[config.mk]
export PLATFORM = sky130hd
export DESIGN_NAME = count_controller
export DESIGN_NICKNAME = d
export VERILOG_FILES = /design/src/rtl/count_controller.sv
export SDC_FILE = /design/constraint.sdc
export NUM_CORES = 1
export LEC_CHECK = 0
export BUFFER_PORTS_ARGS = -buffer_cell sky130_fd_sc_hd__clkbuf_2
export CAP_MARGIN = 20
export CORE_MARGIN = 3
export CORE_UTILIZATION = 55
export DETAILED_ROUTE_END_ITERATION = 6
export PLACE_DENSITY_LB_ADDON = 0.08
export RECOVER_POWER = 25
export SLEW_MARGIN = 20
export SYNTH_ARGS = -nofsm -noshare
export SYNTH_HDL_FRONTEND = slang
export SYNTH_SLANG_ARGS = --single-unit
[constraint.sdc]
create_clock -name clk -period 2.7 [get_ports clk]
set_clock_uncertainty 0.15 [all_clocks]
set_input_delay 0.135 -clock clk [delete_from_list [all_inputs] [get_ports clk]]
set_output_delay 0.135 -clock clk [all_outputs]
set_load 0.01 [all_outputs]
[src/rtl/count_controller.sv]
// count_controller: prescaled up-counter sequenced by an IDLE/RUN/HOLD/DONE FSM,
//   with one-shot or auto-reload terminal-count handling and a registered done pulse.
// Ports: clk, rst_n (async, active-low); start/stop/hold controls; cfg_we + cfg_limit,
//   cfg_presc, cfg_reload configuration; count, state, busy, done status outputs.
module count_controller #(
  parameter int WIDTH   = 4,
  parameter int PRESC_W = 8
) (
  input  logic               clk,
  input  logic               rst_n,
  input  logic               start,
  input  logic               stop,
  input  logic               hold,
  input  logic               cfg_we,
  input  logic [WIDTH-1:0]   cfg_limit,
  input  logic [PRESC_W-1:0] cfg_presc,
  input  logic               cfg_reload,
  output logic [WIDTH-1:0]   count,
  output logic [1:0]         state,
  output logic               busy,
  output logic               done
);

  typedef enum logic [1:0] {
    IDLE = 2'd0,
    RUN  = 2'd1,
    HOLD = 2'd2,
    DONE = 2'd3
  } state_t;

  localparam logic [WIDTH-1:0]   CNT_ONE   = WIDTH'(1);
  localparam logic [PRESC_W-1:0] PRESC_ONE = PRESC_W'(1);

  state_t             state_q;
  logic [PRESC_W-1:0] presc_cnt;

  // Programmed configuration, writable only while not sequencing.
  logic [WIDTH-1:0]   limit_q;
  logic [PRESC_W-1:0] presc_q;
  logic               reload_q;

  // Configuration captured at start and used for the whole run. Capturing the
  // programmed registers (not cfg_*) means a write on the same clock as start
  // only lands in the programmed set and applies from the following run.
  logic [WIDTH-1:0]   run_limit;
  logic [PRESC_W-1:0] run_presc;
  logic               run_reload;

  assign state = state_q;
  assign busy  = (state_q == RUN) || (state_q == HOLD);

  always_ff @(posedge clk or negedge rst_n) begin
    if (!rst_n) begin
      state_q    <= IDLE;
      count      <= '0;
      presc_cnt  <= '0;
      done       <= 1'b0;
      limit_q    <= '1;
      presc_q    <= '0;
      reload_q   <= 1'b0;
      run_limit  <= '1;
      run_presc  <= '0;
      run_reload <= 1'b0;
    end else begin
      done <= 1'b0;
      if (stop) begin
        // Abort wins over everything, including a terminal tick.
        state_q   <= IDLE;
        count     <= '0;
        presc_cnt <= '0;
      end else begin
        case (state_q)
          IDLE, DONE: begin
            if (cfg_we) begin
              limit_q  <= cfg_limit;
              presc_q  <= cfg_presc;
              reload_q <= cfg_reload;
            end
            if (start) begin
              state_q    <= RUN;
              count      <= '0;
              presc_cnt  <= '0;
              run_limit  <= limit_q;
              run_presc  <= presc_q;
              run_reload <= reload_q;
            end
          end
          RUN, HOLD: begin
            if (hold) begin
              state_q <= HOLD;
            end else begin
              // Releasing hold resumes counting on the same clock, so the
              // tick schedule slips by exactly the number of held clocks.
              state_q <= RUN;
              if (presc_cnt == run_presc) begin
                presc_cnt <= '0;
                if (count == run_limit) begin
                  done <= 1'b1;
                  if (run_reload) begin
                    count <= '0;
                  end else begin
                    state_q <= DONE;
                  end
                end else begin
                  count <= count + CNT_ONE;
                end
              end else begin
                presc_cnt <= presc_cnt + PRESC_ONE;
              end
            end
          end
          default: state_q <= IDLE;
        endcase
      end
    end
  end

endmodule

Yosys cells after proc, flatten, opt, wreduce, memory -nomap -nowiden
Index checks and enable logic that the tools add are counted.

storage, ports and cells
  register bits after elaboration = 41
  logic and storage cells = 54
  output and inout port bits = 8

cells by class
  eq/ne operators = 9
  reductions and logical operators = 8
  multiplexer cells = 24
  bitwise logic cells = 1
  add/sub/neg operators = 2

operators by type and width
  operator             count
  $mux 8               4
  $mux 4               6
  $pmux 8 s2           1
  $mux 2               6
  $ne 3x3->1 const B   3
  $add 8x1->8 const B  1
  $eq 8x8->1           1
  $pmux 4 s2           1
  $reduce_and 3->1     2
  $mux 1               5
  $add 4x1->4 const B  1
  $eq 2x2->1 const B   2
  $eq 4x4->1           1
  $ne 4x4->1 const B   1
  $pmux 2 s2           1
  $reduce_and 4->1     1
  $reduce_or 2->1      2
  $eq 2x1->1 const B   1
  $logic_not 2->1      1
  $reduce_and 2->1     1
  $logic_or 1x1->1     1
  $not 1->1            1

Longest topological paths before layout
  depth in word-level cells = 6
  depth in mapped cells = 6

Worst setup path after synthesis
No wires, ideal clock.

  path type = register to register
  start = register state_q[1], in the netlist state[1]
  end = register presc_q[0]
  setup time = 125 ps
  period minus slack after synthesis = 2,062 ps
  stages on the path, launching flop included = 6
  setup slack = 638 ps
  arrival time = 1,788 ps
  cells stage by stage = dfrtp_1 > xnor2_2 > inv_1 > nor3b_2 > buf_6 > mux2_2

on the way
  word-level cells in the longest chain between the ends = 3

RTL lines
  element                                        RTL line  RTL
  from (decl)                                    34        state_t state_q;
  from (signal assigned)                         54        state_q <= IDLE;
  from (signal assigned)                         68        state_q <= IDLE;
  from (signal assigned)                         80        state_q <= RUN;
  $eq 2x2->1 or $logic_not 2->1 (tied branches)  72        case (state_q)
  $reduce_or 2->1 (*)                            72
  $reduce_and 3->1 (no source line) (*)          --
  to (signal assigned)                           76        presc_q <= cfg_presc;
  to (decl)                                      39        logic [PRESC_W-1:0] presc_q;

Mark *: on every way between the ends. The rest lies on a longest branch, timed or not.
A chain may end at the register's enable or synchronous reset.

Final worst setup path
  start = register presc_cnt[3]
  end = register count[2]

on the way
  word-level cells in the longest chain between the ends = 3

RTL lines
  element                            RTL line  RTL
  from (decl)                        35        logic [PRESC_W-1:0] presc_cnt;
  from (signal assigned)             108       presc_cnt <= presc_cnt + PRESC_ONE;
  $eq 8x8->1                         95        if (presc_cnt == run_presc) begin
  $ne 3x3->1 (no source line)        --
  $reduce_and 4->1 (no source line)  --
  to (signal assigned)               105       count <= count + CNT_ONE;
  to (decl)                          18        output logic [WIDTH-1:0] count,

No other way between the ends.

==> metrics <==
# setup viols final=0; clock sinks=41; adder-cell share of the synthesized area=1.28%; fin crit period=2.25 ns; Post-Synthesis Cells=153; Compound-Gate Fraction of Synth Area=10.1%; register bit total from synthesis=41; Die Y=65.7 um; aggregate global routing overflow=0; H-tree Lvls=2; initial cell density of the core=57.9%; Simple-Gate Fraction of Synth Area=12.1%; share of cells above drive strength 1=40.6%; dominant synthesized flop cell=dfrtp_1; largest family of logic cells by synthesized area=multiplexers; vias in the first global route=1,387; Vias/cell=5.44; synthesized area=1960 um2; Detail Route Antenna Nets=0; outcome=finished, final reports clean; Slew @ Worst Pin=0.878 ns; Initial DRT Pass Iterations=4; WL per Instance=15.1 um; RSZ-0062 raised after global routing=false; synth warn=0; Buffers on Ports=26; WL final=3.75 mm; sequential cell area fraction in the yosys report=52.8%; utilization after layout=70.3%; Post-synth EDFFs=0; Area growth syn-to-layout=21.4%; Clock power frac=22.3%; die width=65.7 um; HPWL after DPL=2.66 mm; global-route wire length before repair=6.54 mm; antenna violations before repair=0; CP Class=register to register; nature of the critical path endpoint=register; Setup TNS Final=0 ns; Worst Setup SP=presc_cnt[3]; Hold Crit Start=start; most frequent cells in the layout=33 x dfrtp_1, 27 x mux2_2, 24 x clkbuf_2, 16 x dlygate4sd3_1; Comb power frac=24.0%; most common cell after layout, fill and taps aside=dfrtp_1; sw frac=28.3%; worst rel slew slack=41.5%; Crit path arrival time=2.34 ns; Final Hold Viols=0; syn avg cell area=12.8 um2; Routability Congestion=0.830; CP required=2.79 ns; core area=3390 um2; VDD IR max=0.591 mV; die area=4320 um2; Seq pwr share=53.7%; Hold Path Class=primary input to register; total CTS buffers=5; Slew Limit Fails=0; maxcap violations=0; I/O pin cnt=27; P_int=1.26 mW; Sw Pwr=498 uW; post-synthesis mux area share=15.5%; ANT cells=0; GRT Overall Usage=20.5%; reg-to-reg startpoint=presc_cnt[3]; PD cells=740 nW/um2; clock slew at reported path FFs=0.12 ns; via count=1,349; DRC violations left=0; FMAX=444 MHz; syn_nets=174; layout net count=222; XOR/XNOR Fraction of Synth Area=6.19%; worst skew pair latency=0.34 ns; asr flop ratio synth=100%; Final Cycle Share=83.3%; CTS tree=built; Pwr Total=1.76 mW; Post-CTS Setup Bufs=0; CTS Root Cell=clkbuf_4; CP startpoint kind=register; FP Rows=21; pin count of the biggest net entering global routing=42; P_leak=1.09 nW; Crit Path Max Fanout=6; initial drt markers=44; Synth cell types=39; Clock Path Buffers=2
## worst paths after layout
path	to	slack [ns]	cells past startpoint
worst min register to register	state[1]	0.35	1
max in group asynchronous	run_presc[4]	1.56	2
worst min-delay path	state[0]	0.05	5
worst max register to register	count[2]	0.45	5
min in group asynchronous	state[0]	0.29	2
worst max-delay path	count[2]	0.45	5
## power groups by stage
stage          combinational, mW  clock [mW]  sequential, mW
5_1_grt                    0.468       0.435           0.973
4_1_cts                    0.427       0.405           0.947
6_report                   0.424       0.393           0.946
3_3_place_gp               0.388           0           0.948
3_5_place_dp               0.407           0           0.962
2_1_floorplan              0.327           0           0.911
## layer usage
| layer | up-vias | track usage [%] | routed length (um) |
|---|---|---|---|
| li1 | 653 | - | - |
| met5 | - | 0 | 0 |
| met4 | 0 | 8.03 | 21 |
| met1 | 652 | 27.3 | 1800 |
| met3 | 2 | 5.64 | 200 |
| met2 | 42 | 31.7 | 1730 |
## cell usage after synthesis, types with 3 or more instances
library cell / instances / area [um2]
nor2b_1: 5 / 31.3
xnor2_1: 8 / 70.1
mux2_2: 27 / 304
a22o_1: 6 / 52.6
a21oi_1: 3 / 15.0
inv_1: 3 / 11.3
nand3_1: 3 / 15.0
nand2_1: 4 / 15.0
o21ai_0: 8 / 40.0
nor2_1: 7 / 26.3
xor2_1: 4 / 35.0
and3_1: 3 / 18.8
dfrtp_1: 33 / 826
dfstp_2: 8 / 210
## worst max-delay path: stages, from the launching register on
cell,delay [ns]
dfrtp_1,0.46
xnor2_1,0.18
nand4_1,0.19
o21ai_0,0.47
o211ai_1,0.27
a221o_2,0.43
## per-stage QoR
| step | setup WS, ns | area, um2 | std cells | hold slack, ns |
|---|---|---|---|---|
| 2_1_floorplan | 0.638 | 1960 | 153 | -0.311 |
| 3_3_place_gp | 0.616 | 2140 | 224 | 0.178 |
| 3_5_place_dp | 0.529 | 2140 | 224 | 0.192 |
| 4_1_cts | 0.460 | 2380 | 248 | 0.0300 |
| 5_1_grt | 0.347 | 2380 | 248 | 0.0522 |
| 6_report | 0.450 | 2380 | 248 | 0.0476 |
## flip-flops by register name, summed over array words and instances (netlist names)
name / cells
presc_cnt: 8
presc_q: 8
run_presc: 8
count: 4
limit_q: 4
run_limit: 4
state: 2
done: 1
reload_q: 1
run_reload: 1
## cell type report
type                       count  area, um2
sequential                    41       1040
fill                         250       1010
multi-input combinational    105        886
timing repair buffer          45        312
tap                           46       57.6
clock buffer                   6       41.3
clock inverter                 2       38.8
inverter                       3       11.3
## repair_timing
item                      4_1_cts  5_1_grt
resized for setup               0        0
hold endpoints to repair       48        0
hold buffers                   16        0
## cell families (layout without fill, tap and decap cells)
logic type | after synthesis | count (layout)
AO/OA/AOI/OAI | 27 | 27
XOR/XNOR | 13 | 13
adder cells (fa/ha/maj) | 2 | 2
buffers and inverters | 7 | 56
flip-flops | 41 | 41
multiplexers | 27 | 27
AND/OR/NAND/NOR | 36 | 36
Note: power is estimated with default switching activity, not from simulation.
